`src/rtl/bitbakery_serial_pkg.sv`:
```
// Shared definitions for the serial frame scheduler.
//   state_t   : scheduler FSM state encodings
//   CH_*      : channel indices (0 status, 1 move, 2 position, 3 obstacle map)
//   MAP_TAG   : upper tag bits of every obstacle-map byte
//   map_byte  : builds map byte k from a 16-bit map snapshot
package bitbakery_serial_pkg;

    typedef enum logic [1:0] {
        IDLE    = 2'd0,
        CARREGA = 2'd1,
        ENVIA   = 2'd2,
        ESPERA  = 2'd3
    } state_t;

    localparam logic [1:0] CH_STATUS = 2'd0;
    localparam logic [1:0] CH_MOVE   = 2'd1;
    localparam logic [1:0] CH_POS    = 2'd2;
    localparam logic [1:0] CH_MAP    = 2'd3;

    localparam logic [1:0] MAP_TAG   = 2'b11;

    // Byte k of the map frame: tag, byte index, then nibble k of the snapshot.
    function automatic logic [7:0] map_byte(input logic [15:0] snap, input logic [1:0] k);
        logic [3:0] nib;
        case (k)
            2'd0:    nib = snap[3:0];
            2'd1:    nib = snap[7:4];
            2'd2:    nib = snap[11:8];
            default: nib = snap[15:12];
        endcase
        return {MAP_TAG, k, nib};
    endfunction

endpackage

```
`src/rtl/contador_m.sv`:
```
// Free-running modulo-M counter.
//   clock    : rising-edge clock
//   reset_in : synchronous active-low clear
//   conta    : count enable
//   fim      : high during the last count (M-1), i.e. one cycle in every M
module contador_m #(
    parameter int M = 50
) (
    input  logic clock,
    input  logic reset_in,
    input  logic conta,
    output logic fim
);

    localparam int N = (M > 2) ? $clog2(M) : 1;

    logic [N-1:0] count_reg;

    assign fim = (count_reg == N'(M - 1));

    always_ff @(posedge clock) begin
        if (!reset_in) begin
            count_reg <= '0;
        end else if (conta) begin
            count_reg <= fim ? '0 : count_reg + 1'b1;
        end
    end

endmodule

```
`src/rtl/serial_frame_scheduler.sv`:
```
// Change-driven scheduler that feeds four telemetry channels to a UART.
// Each channel re-sends when its input differs from the last-sent snapshot
// or when the periodic refresh fires; channels are served round-robin.
//   clock, reset_in      : clock and synchronous active-low reset
//   habilita             : allows new channel grants
//   D0, D1, D2           : status / move / position bytes (1-byte frames)
//   map_obstacles        : 16-bit obstacle map (4-byte tagged frame)
//   tx_pronto            : byte-finished pulse from the UART
//   tx_partida, tx_dado  : start pulse and byte to the UART
//   ocupado, db_canal    : busy flag and current/last granted channel
module serial_frame_scheduler
    import bitbakery_serial_pkg::*;
#(
    parameter int REFRESH_CYCLES = 5000000
) (
    input  logic        clock,
    input  logic        reset_in,
    input  logic        habilita,
    input  logic [7:0]  D0,
    input  logic [7:0]  D1,
    input  logic [7:0]  D2,
    input  logic [15:0] map_obstacles,
    input  logic        tx_pronto,
    output logic        tx_partida,
    output logic [7:0]  tx_dado,
    output logic        ocupado,
    output logic [1:0]  db_canal
);

    state_t      state_reg, state_next;
    logic [3:0]  pending_reg, pending_next;
    logic [7:0]  snap_reg [3];
    logic [15:0] map_snap_reg;
    logic [1:0]  byte_idx_reg;
    logic [7:0]  data_in [3];
    logic [3:0]  diff;
    logic [3:0]  req;
    logic        tick;
    logic        grant_valid;
    logic [1:0]  grant_ch;
    logic        grant;
    logic [7:0]  load_byte;

    contador_m #(.M(REFRESH_CYCLES)) u_refresh (
        .clock    (clock),
        .reset_in (reset_in),
        .conta    (1'b1),
        .fim      (tick)
    );

    assign data_in[0] = D0;
    assign data_in[1] = D1;
    assign data_in[2] = D2;

    genvar gi;
    generate
        for (gi = 0; gi < 3; gi++) begin : g_byte_diff
            assign diff[gi] = (data_in[gi] != snap_reg[gi]);
        end
    endgenerate
    assign diff[3] = (map_obstacles != map_snap_reg);

    // A change seen this cycle can be granted immediately; the registered
    // pending bit remembers it for later cycles.
    assign req = pending_reg | diff;

    // Round-robin: look at last+1, last+2, last+3 and finally last itself.
    always_comb begin
        logic [1:0] cand;
        grant_valid = 1'b0;
        grant_ch    = db_canal;
        cand        = db_canal;
        for (int i = 1; i <= 4; i++) begin
            cand = db_canal + 2'(i);
            if (!grant_valid && req[cand]) begin
                grant_valid = 1'b1;
                grant_ch    = cand;
            end
        end
    end

    assign grant = (state_reg == IDLE) && habilita && grant_valid;

    // The granted channel clears, but a refresh in the same cycle wins so the
    // channel goes out again with the refreshed request.
    generate
        for (gi = 0; gi < 4; gi++) begin : g_pending
            assign pending_next[gi] = (grant && grant_ch == 2'(gi)) ? tick
                                    : (pending_reg[gi] | diff[gi] | tick);
        end
    endgenerate

    always_comb begin
        state_next = state_reg;
        case (state_reg)
            IDLE:    if (grant) state_next = CARREGA;
            CARREGA: state_next = ENVIA;
            ENVIA:   state_next = ESPERA;
            ESPERA: begin
                if (tx_pronto) begin
                    if (db_canal == CH_MAP && byte_idx_reg != 2'd3) begin
                        state_next = CARREGA;
                    end else begin
                        state_next = IDLE;
                    end
                end
            end
            default: state_next = IDLE;
        endcase
    end

    always_comb begin
        case (db_canal)
            CH_STATUS: load_byte = snap_reg[0];
            CH_MOVE:   load_byte = snap_reg[1];
            CH_POS:    load_byte = snap_reg[2];
            default:   load_byte = map_byte(map_snap_reg, byte_idx_reg);
        endcase
    end

    assign tx_partida = (state_reg == ENVIA);
    assign ocupado    = (state_reg != IDLE);

    always_ff @(posedge clock) begin
        if (!reset_in) begin
            state_reg    <= IDLE;
            pending_reg  <= 4'hF;
            map_snap_reg <= '0;
            byte_idx_reg <= '0;
            db_canal     <= CH_MAP;
            tx_dado      <= 8'h00;
            for (int i = 0; i < 3; i++) begin
                snap_reg[i] <= '0;
            end
        end else begin
            state_reg   <= state_next;
            pending_reg <= pending_next;
            if (grant) begin
                db_canal     <= grant_ch;
                byte_idx_reg <= '0;
                for (int i = 0; i < 3; i++) begin
                    if (grant_ch == 2'(i)) begin
                        snap_reg[i] <= data_in[i];
                    end
                end
                if (grant_ch == CH_MAP) begin
                    map_snap_reg <= map_obstacles;
                end
            end
            // tx_dado then holds through ENVIA and ESPERA.
            if (state_reg == CARREGA) begin
                tx_dado <= load_byte;
            end
            if (state_reg == ESPERA && tx_pronto) begin
                byte_idx_reg <= byte_idx_reg + 2'd1;
            end
        end
    end

endmodule

```
`config.mk`:
```
export PLATFORM = sky130hd
export DESIGN_NAME = serial_frame_scheduler
export DESIGN_NICKNAME = d
export VERILOG_FILES = /design/src/rtl/bitbakery_serial_pkg.sv /design/src/rtl/contador_m.sv /design/src/rtl/serial_frame_scheduler.sv
export SDC_FILE = /design/constraint.sdc
export NUM_CORES = 1
export LEC_CHECK = 0
export ABC_AREA = 1
export CELL_PAD_IN_SITES_DETAIL_PLACEMENT = 1
export CELL_PAD_IN_SITES_GLOBAL_PLACEMENT = 1
export CORE_MARGIN = 2
export CORE_UTILIZATION = 40
export DETAILED_ROUTE_END_ITERATION = 8
export PLACE_DENSITY_LB_ADDON = 0.1
export SYNTH_ARGS = -nofsm -noshare
export SYNTH_HDL_FRONTEND = slang
export SYNTH_SLANG_ARGS = --single-unit
```
`constraint.sdc`:
```
create_clock -name clock -period 4.03 [get_ports clock]
set_input_delay 0.806 -clock clock [delete_from_list [all_inputs] [get_ports clock]]
set_output_delay 0.806 -clock clock [all_outputs]
set_load 0.05 [all_outputs]
```
==> flow_metrics.tcl <==
set metrics [dict create \
    die_h_um 113 \
    synthesis.instances 693 \
    syn_to_final_growth_pct 20.8 \
    hold_violations 0 \
    dr_total_vias 4602 \
    cts.sinks 81 \
    cp.arrival_ns 3.50 \
    place_ws_ns 0.265 \
    crit-reg2reg-launch "db_canal[0]" \
    post_cts_buffers 0 \
    start_kind "primary input" \
    fin_area_um2 5760 \
    grt_busiest_layer "met2" \
    yosysTopAreaCell "dfxtp_1" \
    path_clk_slew_ns 0.06 \
    netlist.area_leader.share_pct 23.9 \
    rr_worst_depth 11 \
    dr.first_iter.drc_count 236 \
    violations "design-rule violations" \
    synth_fp_nets 752 \
    min_from "u_refresh.count_reg[0]" \
    num_rows 39 \
    fin_setup_tns_ns 0 \
    gp_congestion 0.814 \
    required_ns 4.08 \
    cts_tree "yes" \
    setup_viol 0 \
    cts_hold_buffers 0 \
    viasPerCell 5.14 \
    synth_seq_cells 81 \
    initial_utilization_pct 41.4 \
    period_needed_ns 3.45 \
    synth_edf_count 24 \
    crit_path_max_fanout 24 \
    leakagePower_nw 2.49 \
    vdd_ir_drop_max_uv 372 \
    yosysWarnings 0 \
    ctsResizeCount 0 \
    total_power_mw 3.16 \
    drt-total-wl_mm 13.9 \
    p_per_area_nw_per_um2 548 \
    grt_start_max_net_pins 35 \
    cts_buffer_depth 2 \
    dp_hpwl_mm 10.5 \
    antenna_cells 0 \
    netlist_area_um2 4770 \
    max_slew_margin_pct 53.9 \
    crit_type "in2reg" \
    grt_overflow_total 0 \
    grt_pass1_wl_mm 23.3 \
    cts-root-buf "clkbuf_16" \
    fin_cells 896 \
    die_x_um 113 \
    wl_per_cell_um 15.5 \
    placed_area_um2 5450 \
    hold_path_depth 1 \
    grtUsageTotal_pct 22.8 \
    met2_usage_pct 38.6 \
    htreeDepth 3 \
    min_path_type "reg2reg" \
    holdPathEnd "u_refresh.count_reg[0]" \
    grt_pass1_vias 4865 \
    drc 6 \
    cts_made_buffers 9 \
    placed_cells 880 \
    status "finished, violations left" \
    synth_ff_type "dfxtp_1" \
    portBuffers 55 \
    ys_seq_area_share_pct 39.0 \
    met3_usage_pct 3.70 \
    fmax_ghz 0.290 \
    dr.pass1.iters 6 \
    io_pins 56 \
    r2r_slack_ns 0.71 \
    fin_hold_ws_ns 0.444 \
    final_cell_mix "nand2_1 (178), inv_1 (108), nor2_1 (86)" \
    fin_util_pct 50.0 \
    avgSynthCellArea_um2 6.88 \
    rsz0062_at_grt "false" \
    end_kind "flip-flop" \
    largest_register_ffs 24 \
    core-area_um2 11500 \
    fin_crit_sh_pct 85.5 \
    regToRegEndpoint "snap_reg[0][19]" \
    layout_commonest_cell "nand2_1" \
    synth_area_leaders "dfxtp_1 (24%), edfxtp_1 (15%), nand2_1 (14%)" \
    die_area_um2 12800 \
    slew_violations 0 \
    drive_above_1_share_pct 7.44 \
    antenna_left 0 \
    ys_types 39 \
    worst_clock_skew_ns 0.0130 \
    use_met1_pct 29.4 \
    antenna_found_initial 0 \
    fin_nets 807 \
    setup_ws_ns 0.584 \
    clock_latency_ns 0.35 \
    async_reset_ff_share_pct 0 \
    tightestPinTransition_ns 0.690 \
    maxCapViolCount 0 \
    n_fill_cell 1528 \
]
[per-layer routing]
metal / routed length (µm) / vias up
li1: - / 2313
met1: 6400 / 2191
met2: 6680 / 77
met3: 518 / 21
met4: 252 / 0
met5: 0 / -
[worst max-delay path by stage]
stage | cells past startpoint | endpoint | slack (ns) | from
2_1_floorplan | 11 | snap_reg[0][16] | 0.76 | db_canal[0]
3_3_place_gp | 16 | snap_reg[0][8] | 0.45 | D1[5]
3_5_place_dp | 16 | snap_reg[0][19] | 0.26 | D1[3]
4_1_cts | 16 | snap_reg[0][19] | 0.62 | D1[3]
5_1_grt | 16 | snap_reg[0][19] | 0.33 | D1[3]
6_report | 16 | snap_reg[0][19] | 0.58 | D1[3]
[logic make-up after synthesis]
| kind of cell | share of synthesized area (%) |
|---|---|
| AO/OA/AOI/OAI | 9.39 |
| buffers and inverters | 12.0 |
| adder cells (fa/ha/maj) | 3.93 |
| flip-flops | 39.0 |
| AND/OR/NAND/NOR | 33.1 |
| XOR/XNOR | 2.57 |
[cells in the mapped netlist, drive strengths merged, types with 2 or more instances]
| cell | instances |
|---|---|
| inv | 126 |
| buf | 9 |
| o211ai | 2 |
| ha | 15 |
| or2 | 2 |
| nand4 | 29 |
| a21oi | 24 |
| xor2 | 8 |
| nand3 | 31 |
| nor2 | 93 |
| nor3b | 3 |
| o22ai | 3 |
| dfxtp | 57 |
| clkbuf | 8 |
| nor4 | 2 |
| a311oi | 2 |
| nand2 | 181 |
| a31oi | 10 |
| nor3 | 18 |
| xnor2 | 6 |
| o21ai | 33 |
| edfxtp | 24 |
[layout make-up]
cell class	count	area, µm²	share of cell area (%)
clock buffer	13	250	4.34
clock inverter	3	65.1	1.13
inverter	126	473	8.21
multi-input combinational	469	2340	40.6
tap	143	179	3.11
sequential	81	1860	32.3
timing repair buffer	61	596	10.3
[report_power, final]
| group | switching [mW] | internal, mW | total [mW] | leakage (nW) |
|---|---|---|---|---|
| combinational | 0.788 | 0.371 | 1.16 | 1.62 |
| sequential | 0.121 | 0.987 | 1.11 | 0.713 |
| clock | 0.331 | 0.560 | 0.890 | 0.154 |
[critical path, stage by stage]
cell	delay [ns]
clkdlybuf4s50_1	0.50
inv_1	0.07
o21ai_1	0.12
nor2_1	0.06
nand2_1	0.08
nor2_1	0.06
nand3_1	0.12
nand2_1	0.09
nand2_1	0.10
nand2_2	0.10
nand3_1	0.13
nor2_2	0.06
nor2_4	0.52
nand2_1	0.21
o21ai_0	0.22
buf_4	0.20
(Power assumes the default switching activity.)
